**config.mk**
```make
export PLATFORM = sky130hd
export DESIGN_NAME = ahir2riffa_tx_packer_flat
export DESIGN_NICKNAME = d
export VERILOG_FILES = /design/src/rtl/ahir2riffa_tx_packer_pkg.sv /design/src/rtl/ahir2riffa_tx_packer_if.sv /design/src/rtl/ahir2riffa_tx_packer_fifo.sv /design/src/rtl/ahir2riffa_tx_packer.sv /design/src/flat_wrapper.sv
export SDC_FILE = /design/constraint.sdc
export NUM_CORES = 1
export LEC_CHECK = 0
export BUFFER_PORTS_ARGS = -buffer_cell sky130_fd_sc_hd__buf_2
export CORE_ASPECT_RATIO = 1.5
export CORE_MARGIN = 3
export CORE_UTILIZATION = 60
export DETAILED_ROUTE_END_ITERATION = 10
export PLACE_DENSITY = 0.85
export SYNTH_ARGS = -nofsm -noshare
export SYNTH_HDL_FRONTEND = slang
export SYNTH_HIERARCHICAL = 1
export SYNTH_SLANG_ARGS = --single-unit
```
**constraint.sdc**
```tcl
create_clock -name CLK -period 4.54 [get_ports CLK]
set_input_delay 0.227 -clock CLK [delete_from_list [all_inputs] [get_ports CLK]]
set_output_delay 0.227 -clock CLK [all_outputs]
set_load 0.05 [all_outputs]
```
**src/rtl/ahir2riffa_tx_packer_pkg.sv**
```systemverilog
// Shared types and helpers for the AHIR-to-RIFFA TX packer.
// FSM encodings and derived-size functions.
package ahir2riffa_tx_packer_pkg;

  localparam logic [1:0] ST_IDLE = 2'd0;
  localparam logic [1:0] ST_REQ  = 2'd1;
  localparam logic [1:0] ST_SEND = 2'd2;

  typedef logic [1:0] tx_state_t;

  function automatic int clog2(input int v);
    int r;
    r = 0;
    for (int i = 0; i < 32; i++)
      if ((1 << r) < v) r++;
    return r;
  endfunction

  function automatic int ptr_w(input int depth);
    return (depth > 1) ? clog2(depth) : 1;
  endfunction

  function automatic int tx_words(input int len, input int width);
    return (len * 32) / width;
  endfunction

endpackage

```
**src/rtl/ahir2riffa_tx_packer_if.sv**
```systemverilog
// Pipe-side and RIFFA TX-side signal bundle.
// master = packer, slave = pipe source / RIFFA core.
interface ahir2riffa_tx_packer_if #(
  parameter int W = 32
);
  logic [W-1:0] pipe_read_data;
  logic         pipe_read_req;
  logic         pipe_read_ack;
  logic         CHNL_TX;
  logic         CHNL_TX_ACK;
  logic         CHNL_TX_LAST;
  logic [31:0]  CHNL_TX_LEN;
  logic [30:0]  CHNL_TX_OFF;
  logic [W-1:0] CHNL_TX_DATA;
  logic         CHNL_TX_DATA_VALID;
  logic         CHNL_TX_DATA_REN;

  modport master (
    input  pipe_read_data, pipe_read_ack,
    input  CHNL_TX_ACK, CHNL_TX_DATA_REN,
    output pipe_read_req, CHNL_TX,
    output CHNL_TX_LAST, CHNL_TX_LEN,
    output CHNL_TX_OFF, CHNL_TX_DATA,
    output CHNL_TX_DATA_VALID
  );

  modport slave (
    output pipe_read_data, pipe_read_ack,
    output CHNL_TX_ACK, CHNL_TX_DATA_REN,
    input  pipe_read_req, CHNL_TX,
    input  CHNL_TX_LAST, CHNL_TX_LEN,
    input  CHNL_TX_OFF, CHNL_TX_DATA,
    input  CHNL_TX_DATA_VALID
  );
endinterface

```
**src/rtl/ahir2riffa_tx_packer_fifo.sv**
```systemverilog
// First-word-fall-through synchronous FIFO.
// dout always shows the head word; DEPTH must be a power of two.
module sync_fwft_fifo
  import ahir2riffa_tx_packer_pkg::*;
#(
  parameter int WIDTH = 32,
  parameter int DEPTH = 16
) (
  input  logic                    clk,
  input  logic                    rst,
  input  logic                    push,
  input  logic                    pop,
  input  logic [WIDTH-1:0]        din,
  output logic [WIDTH-1:0]        dout,
  output logic [ptr_w(DEPTH):0]   count,
  output logic                    full,
  output logic                    empty
);
  localparam int PW = ptr_w(DEPTH);
  localparam int CW = PW + 1;

  logic [WIDTH-1:0] mem [DEPTH];
  logic [PW-1:0]    wr_ptr;
  logic [PW-1:0]    rd_ptr;
  logic             do_push;
  logic             do_pop;

  assign full    = (count == CW'(DEPTH));
  assign empty   = (count == '0);
  assign do_push = push && !full;
  assign do_pop  = pop && !empty;
  assign dout    = mem[rd_ptr];

  // Storage write; contents need no reset since count gates visibility.
  always_ff @(posedge clk) begin
    if (do_push) mem[wr_ptr] <= din;
  end

  // Pointers wrap naturally at DEPTH; count tracks occupancy.
  always_ff @(posedge clk) begin
    if (rst) begin
      wr_ptr <= '0;
      rd_ptr <= '0;
      count  <= '0;
    end else begin
      if (do_push) wr_ptr <= wr_ptr + PW'(1);
      if (do_pop)  rd_ptr <= rd_ptr + PW'(1);
      unique case ({do_push, do_pop})
        2'b10:   count <= count + CW'(1);
        2'b01:   count <= count - CW'(1);
        default: count <= count;
      endcase
    end
  end

endmodule

```
**src/rtl/ahir2riffa_tx_packer.sv**
```systemverilog
// AHIR output pipe to RIFFA TX channel packer.
// Buffers a full transaction, then streams it as one RIFFA TX.
module ahir2riffa_tx_packer
  import ahir2riffa_tx_packer_pkg::*;
#(
  parameter int          C_PCI_DATA_WIDTH = 32,
  parameter logic [31:0] TX_DATA_LEN      = 32'd2,
  parameter int          FIFO_DEPTH       = 16
) (
  input  logic                       CLK,
  input  logic                       RST,
  ahir2riffa_tx_packer_if.master     bus,
  output logic [15:0]                tx_done_count
);
  localparam int TX_WORDS =
    tx_words(int'(TX_DATA_LEN), C_PCI_DATA_WIDTH);
  localparam int CW = ptr_w(FIFO_DEPTH) + 1;

  tx_state_t   state;
  logic [31:0] sent_cnt;
  logic [CW-1:0] count;
  logic        full;
  logic        empty;
  logic        push;
  logic        pop;
  logic        valid;

  assign bus.pipe_read_req = !RST && !full;
  assign push  = bus.pipe_read_req && bus.pipe_read_ack;
  assign valid = (state == ST_SEND) && !empty;
  assign pop   = valid && bus.CHNL_TX_DATA_REN;

  assign bus.CHNL_TX            = (state != ST_IDLE);
  assign bus.CHNL_TX_DATA_VALID = valid;
  assign bus.CHNL_TX_LAST       = 1'b1;
  assign bus.CHNL_TX_LEN        = TX_DATA_LEN;
  assign bus.CHNL_TX_OFF        = '0;

  sync_fwft_fifo #(
    .WIDTH (C_PCI_DATA_WIDTH),
    .DEPTH (FIFO_DEPTH)
  ) u_fifo (
    .clk   (CLK),
    .rst   (RST),
    .push  (push),
    .pop   (pop),
    .din   (bus.pipe_read_data),
    .dout  (bus.CHNL_TX_DATA),
    .count (count),
    .full  (full),
    .empty (empty)
  );

  // Transaction FSM: wait for a full buffer, request, then stream.
  always_ff @(posedge CLK) begin
    if (RST) begin
      state         <= ST_IDLE;
      sent_cnt      <= '0;
      tx_done_count <= '0;
    end else begin
      unique case (state)
        ST_IDLE: begin
          if (count >= CW'(TX_WORDS)) state <= ST_REQ;
        end
        ST_REQ: begin
          if (bus.CHNL_TX_ACK) begin
            state    <= ST_SEND;
            sent_cnt <= '0;
          end
        end
        ST_SEND: begin
          if (pop) begin
            sent_cnt <= sent_cnt + 32'd1;
            if (sent_cnt == 32'(TX_WORDS - 1)) begin
              state         <= ST_IDLE;
              tx_done_count <= tx_done_count + 16'd1;
            end
          end
        end
        default: state <= ST_IDLE;
      endcase
    end
  end

endmodule

```
**src/flat_wrapper.sv**
```systemverilog
// flat-port wrapper written by rule: the top's interface ports become plain ports
module ahir2riffa_tx_packer_flat import ahir2riffa_tx_packer_pkg::*;
#(
  parameter int          C_PCI_DATA_WIDTH = 32,
  parameter logic [31:0] TX_DATA_LEN      = 32'd2,
  parameter int          FIFO_DEPTH       = 16
)
  (CLK, RST, tx_done_count, bus_pipe_read_data, bus_pipe_read_ack, bus_CHNL_TX_ACK, bus_CHNL_TX_DATA_REN, bus_pipe_read_req, bus_CHNL_TX, bus_CHNL_TX_LAST, bus_CHNL_TX_LEN, bus_CHNL_TX_OFF, bus_CHNL_TX_DATA, bus_CHNL_TX_DATA_VALID);
  ahir2riffa_tx_packer_if #(.W(32)) bus_i ();
  input  logic CLK;
  input  logic RST;
  output logic [15:0] tx_done_count;
  input wire logic [$bits(bus_i.pipe_read_data)-1:0] bus_pipe_read_data;
  input wire logic [$bits(bus_i.pipe_read_ack)-1:0] bus_pipe_read_ack;
  input wire logic [$bits(bus_i.CHNL_TX_ACK)-1:0] bus_CHNL_TX_ACK;
  input wire logic [$bits(bus_i.CHNL_TX_DATA_REN)-1:0] bus_CHNL_TX_DATA_REN;
  output wire logic [$bits(bus_i.pipe_read_req)-1:0] bus_pipe_read_req;
  output wire logic [$bits(bus_i.CHNL_TX)-1:0] bus_CHNL_TX;
  output wire logic [$bits(bus_i.CHNL_TX_LAST)-1:0] bus_CHNL_TX_LAST;
  output wire logic [$bits(bus_i.CHNL_TX_LEN)-1:0] bus_CHNL_TX_LEN;
  output wire logic [$bits(bus_i.CHNL_TX_OFF)-1:0] bus_CHNL_TX_OFF;
  output wire logic [$bits(bus_i.CHNL_TX_DATA)-1:0] bus_CHNL_TX_DATA;
  output wire logic [$bits(bus_i.CHNL_TX_DATA_VALID)-1:0] bus_CHNL_TX_DATA_VALID;
  assign bus_i.pipe_read_data = bus_pipe_read_data;
  assign bus_i.pipe_read_ack = bus_pipe_read_ack;
  assign bus_i.CHNL_TX_ACK = bus_CHNL_TX_ACK;
  assign bus_i.CHNL_TX_DATA_REN = bus_CHNL_TX_DATA_REN;
  assign bus_pipe_read_req = bus_i.pipe_read_req;
  assign bus_CHNL_TX = bus_i.CHNL_TX;
  assign bus_CHNL_TX_LAST = bus_i.CHNL_TX_LAST;
  assign bus_CHNL_TX_LEN = bus_i.CHNL_TX_LEN;
  assign bus_CHNL_TX_OFF = bus_i.CHNL_TX_OFF;
  assign bus_CHNL_TX_DATA = bus_i.CHNL_TX_DATA;
  assign bus_CHNL_TX_DATA_VALID = bus_i.CHNL_TX_DATA_VALID;
  ahir2riffa_tx_packer #(.C_PCI_DATA_WIDTH(C_PCI_DATA_WIDTH), .TX_DATA_LEN(TX_DATA_LEN), .FIFO_DEPTH(FIFO_DEPTH)) u_core (.CLK(CLK), .RST(RST), .bus(bus_i), .tx_done_count(tx_done_count));
endmodule
```
==> results of run 1 <==
metrics by stage:
| step | total power [mW] | util | instances |
|---|---|---|---|
| 2_1_floorplan | 6.26 | - | 1256 |
| 4_1_cts | 10.9 | 0.683 | 1826 |
| 6_report | 10.8 | 0.683 | 1827 |
| 5_1_grt | 11.1 | 0.683 | 1826 |
| 3_5_place_dp | 6.35 | 0.634 | 1725 |
| 3_3_place_gp | 6.34 | 0.634 | 1725 |
power by group through the flow:
stage | combinational [mW] | clock [mW] | sequential (mW)
after floorplan | 0.311 | 0 | 5.95
after global placement | 0.386 | 0 | 5.95
after detailed placement | 0.398 | 0 | 5.95
after CTS | 0.410 | 4.61 | 5.84
after global routing | 0.431 | 4.79 | 5.84
final | 0.409 | 4.54 | 5.84
area by class of cell:
cell class	count	area, sq um	area share
inverter	15	56.3	0.00217
sequential	579	16700	0.645
multi-input combinational	541	6110	0.235
clock inverter	33	459	0.0177
timing repair buffer	111	678	0.0261
tap	489	612	0.0236
clock buffer	58	1300	0.0502
antenna	1	2.50	0.0000965
registers in the layout (all words and copies together), names as in the netlist, named ones only:
register	cells
u_core/u_fifo/wr_ptr	4
u_core/sent_cnt	32
u_core/state	2
u_core/u_fifo/rd_ptr	4
u_core/tx_done_count	16
u_core/u_fifo/count	5
u_core/u_fifo/mem	512
what timing repair did:
item,in CTS,in global routing
buffers inserted,0,0
endpoints found under the hold margin,84,0
hold buffers,10,0
layer usage:
metal | track usage | share of wire | up-vias | wire length (um)
met1 | 0.318 | 0.36 | 6181 | 18600
met2 | 0.444 | 0.54 | 623 | 27600
met4 | 0.0842 | 0.029 | 0 | 1460
li1 | - | - | 4973 | -
met5 | 0 | 0 | - | 0
met3 | 0.0371 | 0.066 | 99 | 3370
worst max-delay path: stages (launching register included):
cell      delay (ps)
dfxtp_1          470
or4_1            310
nor2_1           120
nor4bb_1         830
o21ai_2          250
inv_1            110
ha_1             420
xor2_1           200
ha_1             230
nor3_1            90
or4_1            480
a21oi_1          150
cells in the final DEF (no fill, tap or decap), types with 22 or more instances in the layout:
cell,instances
edfxtp_1,512
mux4_2,127
buf_2,87
conb_1,64
dfxtp_1,63
clkbuf_16,51
nor2_1,46
mux4_1,33
a21oi_1,23
xnor2_1,22
final timing paths:
path / to / startpoint / slack (ps)
setup / recovery: u_core/u_fifo/count[2] / u_core/u_fifo/count[2] / 790
hold / removal: u_core/u_fifo/mem[11][5] / bus_pipe_read_data[5] / 20
setup reg to reg: u_core/u_fifo/count[2] / u_core/u_fifo/count[2] / 790
hold reg to reg: u_core/tx_done_count[10] / u_core/tx_done_count[10] / 500
kinds of logic (layout without fill, tap and decap cells):
kind of cell,Yosys count,count (layout),share of synthesized area
xor gates and xnor gates,35,35,0.0131
other,2,65,0.000322
and+or+nand+nor,202,202,0.0471
adders and majority gates,11,11,0.00590
muxes,164,164,0.161
DFF,579,579,0.717
buffers and inverters,136,217,0.0374
AOI/OAI and AO/OA,65,65,0.0181
==> summary.md, run 1 <==
| Metric | Value |
|---|---|
| Cell Pwr Density | 416 nW/um^2 |
| Max Cap Viol | 0 |
| Static Leakage | 8.18 nW |
| Total Neg Setup Slack | 0 ps |
| Hold Path Depth | 1 |
| Synth top cells by count | edfxtp_1, mux4_2, dfxtp_1 |
| Avg Synthesized Cell Area | 19.5 sq um |
| Final setup vio count | 0 |
| Min Hold Slack | 20.5 ps |
| Most used DFF post-synth | edfxtp_1 |
| Net Sw Frac | 0.212 |
| HPWL after detailed placement | 27500 um |
| Internal power | 8.50 mW |
| Final clock skew | 16.6 ps |
| CTS tree | built |
| Post-CTS sizing | 0 |
| Post-Syn Area | 23300 sq um |
| P&R area growth vs syn | 11.2% |
| Synth area leaders | edfxtp_1, mux4_2, dfxtp_1, mux4_1, buf_4 |
| Area post-placement | 24100 sq um |
| I/O Pins | 152 |
| Iter 0 DRT Violations | 1122 |
| Largest net degree at the start of global routing | 72 |
| Final instance area | 25900 sq um |
| Routed WL | 51000 um |
| Combinational cell fraction of total power | 0.038 |
| Crit. End Element | register |
| Fillers | 2227 |
| IO Port Bufs | 87 |
| Final #Nets | 1347 |
| Die area | 41300 sq um |
| Gp weighted congestion | 0.849 |
| Status | finished clean |
| EDFF count, synth | 512 |
| Peak Freq | 0.267 GHz |
| Slew Viols, Final | 0 |
| Via Count | 11.9k |
| # rows | 87 |
| Clk pwr share | 0.421 |
| Routed Antenna Nets | 0 |
| Total grt overflow | 0 |
| Htree depth | 2 |
| CP Launch Type | register |
| Final worst slack | 792 ps |
| Sequential share of the synthesized area | 0.717 |
| CP Max Fanout | 12 |
| Antenna violations before repair | 1 |
| Worst hold-check path type | input port to register |
| Most frequent cell after synthesis | edfxtp_1 |
| Worst R2R Path Depth | 11 |
| Leading area contributor after synthesis | edfxtp_1 |
| CTS buffer count | 51 |
| CTS Buffer Depth | 3 |
| Core Region | 38000 sq um |
| Slew of the pin with the lowest slew margin | 1390 ps |
| Peak VDD IR | 0.000345 V |
| Starting Density | 0.614 |
| Yosys reg bits | 579 |
| Setup WS pre-CTS | 936 ps |
| Die X | 167 um |
| Hold Violations, Final | 0 |
| Clk Latency, worst-skew pair | 600 ps |
| Crit path kind | register to register |
| Clk root buf | clkbuf_16 |
| Vias in the first global route | 12.1k |
| Max-slew headroom | 0.0689 |
| Global-route wire length before repair | 77000 um |
| Share of cells above drive strength 1 | 0.249 |
| Asr flop ratio synth | 0 |
| Fin crit share | 0.826 |
| DRC | 0 |
| Via density | 6.50 |
| Ys Warns | 6 |
| Clock sinks | 579 |
| CTS clock-pin slew for the worst setup and hold paths | 60 ps |
| Die H | 248 um |
| Syn Inst Count | 1194 |
| P_sw | 2.28 mW |
| Share of the synthesized area in the top cell type | 0.659 |
| RSZ-0062 raised after global routing | false |
| Required time of the critical path | 5050 ps |
| Min cycle time layout | 3750 ps |
| DR WL/cell | 27.9 um |
| First-pass DRT Iterations | 5 |
| Gr usage total | 0.249 |
| Reg power frac | 0.541 |
| Worst Path Arrival | 4260 ps |
| Distinct cells, synth | 58 |
Power figures use the tool's default switching activity.
==> run 2: changes to the inputs <==
- CORE_UTILIZATION: 60 -> 54
- PLACE_DENSITY: 0.85 -> 0.81
- clock period: 4.54 -> 3.2 ns (I/O delays scaled with it)
==> run 2 against run 1 <==
  * Final cell count grew 6.8%
  * Final area grew 2.3%
  * Hold slack gained 110 ps
  * Critical path depth shrank 7
  * Wire length is essentially flat
  * Register-to-register slack lost 610 ps
  * Die area grew 11%
  * Non-clock buffer count grew 47
  * Global-route usage shrank 2.4 points
  * Critical endpoint is now bus_CHNL_TX_DATA[0]
  * Highest routed layer unchanged
==> summary.md, run 2 (synthesis results as in run 1) <==
| Metric | Value |
|---|---|
| Cell Pwr Density | 575 nW/um^2 (was 416 nW/um^2) |
| Fin crit share | 0.955 |
| Gp weighted congestion | 0.827 (was 0.849) |
| Crit. End Element | primary output (was register) |
| CP Max Fanout | 29 (was 12) |
| Die X | 176 um (was 167 um) |
| P&R area growth vs syn | 13.8% (was 11.2%) |
| Routed WL | 51000 um (about the same) |
| Peak Freq | 0.327 GHz |
| Via density | 6.14 (was 6.50) |
| CTS clock-pin slew for the worst setup and hold paths | 60 ps (about the same) |
| Static Leakage | 8.43 nW (was 8.18 nW) |
| Worst Path Arrival | 2900 ps (was 4260 ps) |
| Clock sinks | 579 (unchanged) |
| Starting Density | 0.551 (was 0.614) |
| HPWL after detailed placement | 27900 um (was 27500 um) |
| Iter 0 DRT Violations | 1212 (was 1122) |
| # rows | 92 (was 87) |
| PnR Total Power | 15.3 mW (was 10.8 mW) |
| Min cycle time layout | 3060 ps |
| CTS tree | built (unchanged) |
| Area post-placement | 24400 sq um (was 24100 sq um) |
| Die area | 45800 sq um (was 41300 sq um) |
| Antenna violations before repair | 0 (was 1) |
| IO Port Bufs | 87 (unchanged) |
| Max-slew headroom | 0.231 (was 0.0689) |
| Core Region | 42400 sq um (was 38000 sq um) |
| Final clock skew | 18.3 ps (was 16.6 ps) |
| Worst hold-check path type | input port to register (unchanged) |
| Gr usage total | 0.225 (was 0.249) |
| DR WL/cell | 26.1 um (was 27.9 um) |
| Top flop regs | u_core/u_fifo/mem x512, u_core/sent_cnt x32, u_core/tx_done_count x16 (unchanged) |
| Most frequent cells in the layout | edfxtp_1, mux4_2, buf_2, conb_1, dfxtp_1 (unchanged) |
| Dpl cells | 1823 (was 1725) |
| Non-Filler Instances | 1951 (was 1827) |
| Largest register FFs | 512 (unchanged) |
| Global-route wire length before repair | 77300 um (was 77000 um) |
| First-pass DRT Iterations | 5 (unchanged) |
| CTS Buffer Depth | 3 (unchanged) |
| Final setup vio count | 0 (unchanged) |
| Clk Latency, worst-skew pair | 590 ps (was 600 ps) |
| CTS buffer count | 51 (unchanged) |
| Status | finished clean (unchanged) |
| Final #Nets | 1394 (was 1347) |
| I/O Pins | 152 (unchanged) |
| Vias in the first global route | 12.2k (was 12.1k) |
| Via Count | 12.0k (was 11.9k) |
| Top reg by flops | u_core/u_fifo/mem (unchanged) |
| Htree depth | 2 (unchanged) |
| Die H | 261 um (was 248 um) |
| Crit path kind | register to primary output (was register to register) |
| Peak VDD IR | 0.000402 V (was 0.000345 V) |
| Final instance area | 26500 sq um (was 25900 sq um) |
| Largest net degree at the start of global routing | 42 (was 72) |
| Hold Violations, Final | 0 (unchanged) |
| Slew Viols, Final | 0 (unchanged) |
| Share of cells above drive strength 1 | 0.261 (was 0.249) |
| Max Cap Viol | 0 (unchanged) |
| Clk root buf | clkbuf_16 (unchanged) |
| Total grt overflow | 0 (unchanged) |
| Finished Core Util | 0.627 (was 0.683) |
| Ant diodes | 0 (was 1) |
| Commonest non-fill, non-tap cell in the layout | edfxtp_1 (unchanged) |
| Required time of the critical path | 3040 ps (was 5050 ps) |
| DRC | 0 (unchanged) |
| Total Neg Setup Slack | 0 ps (unchanged) |
| Routed Antenna Nets | 0 (unchanged) |
| Slew of the pin with the lowest slew margin | 1150 ps (was 1390 ps) |
| RSZ-0062 raised after global routing | true (was false) |
| CP Launch Type | register (unchanged) |
[run 2: cell types whose count changed in the layout (fill, tap and decap cells not counted), moves of 3 or more]
cell and change:
buf_12 +5, buf_4 +13, buf_6 +5, clkinv_8 -3, dlygate4sd3_1 +23
[run 2: path summary, 6_finish.rpt]
check                                   end  cells after the start  slack [ps]              startpoint
hold reg to reg         u_core/sent_cnt[30]                      2         480     u_core/sent_cnt[30]
setup / recovery        bus_CHNL_TX_DATA[0]                      4         140                register
hold / removal      u_core/tx_done_count[1]                      3         130                     RST
setup reg to reg  u_core/u_fifo/mem[14][24]                      8         180  u_core/u_fifo/count[2]
[run 2: what timing repair did]
action                     CTS  global route
hold buffers                33             0
setup buffers                1             0
gates resized for setup      0             8
pin swaps                    0             5
setup endpoints to repair    2            84
hold endpoints to repair   514             0
[run 2: report_power, final]
part,switching [mW],internal [mW],total (mW)
clock network,2.76,3.62,6.38
logic,0.474,0.136,0.609
registers,0.0220,8.26,8.28
total,3.26,12.0,15.3
[run 2: stage by stage]
stage	hold WS (ps)	worst slack, ps
final	128	144
after global placement	393	251
after global routing	151	-45.4
after detailed placement	410	138
after floorplan	259	0.531
after CTS	106	65.4
[run 2: routing by layer]
layer / GRT usage / vias up / part of all wire
li1: - / 5057 / -
met1: 0.289 / 6214 / 0.37
met2: 0.398 / 617 / 0.53
met3: 0.0317 / 98 / 0.069
met4: 0.0724 / 0 / 0.029
met5: 0 / - / 0
[run 2: area by class of cell]
type	count	area (sq um)
flip-flops and latches	579	16700
fillers	2855	15800
multi-input cells	541	6130
clock buffers	62	1350
repair buffers	158	1180
well taps	564	706
clock inverters	32	403
inverters	15	56.3
[run 2: critical path, cell delays in order (launching register included)]
cell and delay [ps]:
dfxtp_4 560, buf_12 300, mux4_1 650, mux4_2 540
buf_2 240
==> run 3: changes to the inputs <==
- CORE_ASPECT_RATIO: 1.5 -> unset
- RECOVER_POWER: unset -> 25
==> run 3 against run 2 <==
  * Count of clock-buffer cells in the layout rose by 10
  * Sequential share of layout area grew 0.14 points
  * Final area down 0.22%
  * Wire length fell by 5.4%
  * Final cell count grew 0.77%
  * Non-clock buffer count decreased by 6
  * Critical endpoint is now u_core/u_fifo/mem[1][30]
  * Global-route usage fell by 0.90 points
  * Hold slack barely moved
  * Sequential power is essentially flat
  * Via count fell by 1.5%
  * Clock power decreased by 1%
  * Power down 0.48%
==> summary.md, run 3 (synthesis results as in run 1) <==
| Metric | Value |
|---|---|
| CTS clock-pin slew for the worst setup and hold paths | 60 ps (about the same) |
| Metal2 WL | 24200 um (was 27300 um) |
| Final #Nets | 1392 (was 1394) |
| Status | finished clean (unchanged) |
| Commonest non-fill, non-tap cell in the layout | edfxtp_1 (unchanged) |
| Core Region | 42300 sq um (was 42400 sq um) |
| Slew of the pin with the lowest slew margin | 1270 ps (was 1150 ps) |
| Clock sinks | 579 (unchanged) |
| Slew Viols, Final | 0 (unchanged) |
| Met3 wire length | 3080 um (was 3500 um) |
| Crit path kind | register to register (was register to primary output) |
| Gr usage total | 0.216 (was 0.225) |
| CTS buffer count | 55 (was 51) |
| Clk root buf | clkbuf_16 (unchanged) |
| Max-slew headroom | 0.153 (was 0.231) |
| Setup WS pre-CTS | 40.6 ps (was 138 ps) |
| Peak VDD IR | 0.000456 V (was 0.000402 V) |
| Largest register FFs | 512 (unchanged) |
| Min cycle time layout | 3000 ps (was 3060 ps) |
| Fin crit share | 0.938 (was 0.955) |
| IO Port Bufs | 87 (unchanged) |
| P_sw | 3.15 mW (was 3.26 mW) |
| CP Launch Type | register (unchanged) |
| Static Leakage | 8.34 nW (was 8.43 nW) |
| Final clock skew | 20.8 ps (was 18.3 ps) |
| Hold Violations, Final | 0 (unchanged) |
| Die area | 45700 sq um (was 45800 sq um) |
| Final worst slack | 198 ps (was 144 ps) |
| Hold path start | RST (unchanged) |
| Crit path launch | u_core/u_fifo/count[1] |
| Non-Filler Instances | 1966 (was 1951) |
| P&R area growth vs syn | 13.5% (was 13.8%) |
| First-pass DRT Iterations | 6 (was 5) |
| Uppermost layer routed | met5 (was met4) |
| Top reg by flops | u_core/u_fifo/mem (unchanged) |
| Worst Path Arrival | 3280 ps (was 2900 ps) |
| Total Neg Setup Slack | 0 ps (unchanged) |
| Iter 0 DRT Violations | 1149 (was 1212) |
| CTS Buffer Depth | 3 (unchanged) |
| Required time of the critical path | 3480 ps (was 3040 ps) |
| Net Sw Frac | 0.207 (was 0.213) |
| Vias in the first global route | 11.8k (was 12.2k) |
| RSZ-0062 raised after global routing | false (was true) |
| I/O Pins | 152 (unchanged) |
| Clk pwr share | 0.414 (was 0.418) |
| Routed Antenna Nets | 0 (unchanged) |
| Largest net degree at the start of global routing | 54 (was 42) |
| Combinational cell fraction of total power | 0.040 (about the same) |
| DR WL/cell | 24.5 um (was 26.1 um) |
| Final setup vio count | 0 (unchanged) |
| Share of cells above drive strength 1 | 0.242 (was 0.261) |
| Die X | 214 um (was 176 um) |
| HPWL after detailed placement | 26600 um (was 27900 um) |
| Max Cap Viol | 0 (unchanged) |
| Antenna violations before repair | 5 (was 0) |
| Crit. End Element | register (was primary output) |
| Global-route wire length before repair | 73400 um (was 77300 um) |
| Die H | 214 um (was 261 um) |
| Routed WL | 48300 um (was 51000 um) |
| Worst hold-check path type | input port to register (unchanged) |
| Fillers | 2830 (was 2855) |
| Most frequent cells in the layout | edfxtp_1, mux4_2, buf_2, conb_1, dfxtp_1 (unchanged) |
| Total grt overflow | 0 (unchanged) |
| Top flop regs | u_core/u_fifo/mem x512, u_core/sent_cnt x32, u_core/tx_done_count x16 (unchanged) |
| Cell Pwr Density | 574 nW/um^2 (was 575 nW/um^2) |
| CTS tree | built (unchanged) |
| R2R Path Start | u_core/u_fifo/count[1] (was u_core/u_fifo/count[2]) |
| Met1 wire length | 19500 um (was 18800 um) |
| Htree depth | 2 (unchanged) |
| DRC | 0 (unchanged) |
| Clk Latency, worst-skew pair | 590 ps (about the same) |
| Via Count | 11.8k (was 12.0k) |
| Starting Density | 0.551 (about the same) |
| Via density | 6.01 (was 6.14) |
| Peak Freq | 0.333 GHz (was 0.327 GHz) |
| # rows | 75 (was 92) |
| Gp weighted congestion | 0.821 (was 0.827) |
| Reg power frac | 0.545 (was 0.542) |
| Internal power | 12.0 mW (about the same) |
| CP Max Fanout | 18 (was 29) |
| Dpl cells | 1830 (was 1823) |
run 3: cell count changes in the layout (fill, tap and decap cells not counted), moves of 2 or more:
cell       before  now
buf_2          87   64
clkbuf_16      52   57
clkinv_2        6   11
inv_6           3    0
clkbuf_8        1    3
bufinv_16       7    4
buf_6           5    0
clkbuf_1        9   35
clkinv_4        3    0
diode_2         0    2
run 3: layout make-up:
type                            instances  area [sq um]  area share
Sequential cell                       579         16700       0.632
Multi-Input combinational cell        541          6130       0.231
Clock buffer                           72          1510      0.0571
Timing Repair Buffer                  152          1090      0.0411
Tap cell                              577           722      0.0273
Clock inverter                         28           246     0.00931
Inverter                               15          56.3     0.00213
Antenna cell                            2          5.00    0.000189
run 3: final timing paths:
check                        endpoint  slack, ps  cells after the start
max          u_core/u_fifo/mem[1][30]        200                      8
min           u_core/u_fifo/wr_ptr[2]        130                      3
max reg2reg  u_core/u_fifo/mem[1][30]        200                      8
min reg2reg  u_core/tx_done_count[15]        480                      2
run 3: timing repair:
action / CTS / global route
hold endpoints to repair: 514 / 0
setup endpoints to repair: 0 / 82
hold buffers: 33 / 0
setup buffers: 0 / 1
gates resized for setup: 0 / 3
run 3: per-layer routing:
layer | vias to the layer above | track usage
li1 | 5088 | -
met1 | 6135 | 0.304
met2 | 486 | 0.351
met3 | 93 | 0.0361
met4 | 4 | 0.0727
met5 | - | 0
run 3: stage by stage:
step	power, mW	hold WS (ps)	area (sq um)	util
after detailed placement	9.02	406	24400	0.576
after floorplan	8.89	259	23600	-
after CTS	15.3	104	26500	0.626
final	15.2	128	26500	0.626
after global routing	15.7	145	26500	0.626
after global placement	9.00	390	24400	0.576
run 3: critical path: stages, from the launching register on:
cell and delay [ps]:
dfxtp_1 460, or4_4 220, nor2_1 70, nor2_4 100, and2_1 140, o21a_2 240, nand2_1 190, nor3_4 990
buf_12 280
run 3: power by group through the flow:
| stage | combinational, mW | clock (mW) | sequential (mW) |
|---|---|---|---|
| 4_1_cts | 0.611 | 6.42 | 8.28 |
| 6_report | 0.613 | 6.30 | 8.28 |
| 2_1_floorplan | 0.445 | 0 | 8.44 |
| 3_3_place_gp | 0.557 | 0 | 8.44 |
| 3_5_place_dp | 0.576 | 0 | 8.44 |
| 5_1_grt | 0.655 | 6.72 | 8.28 |
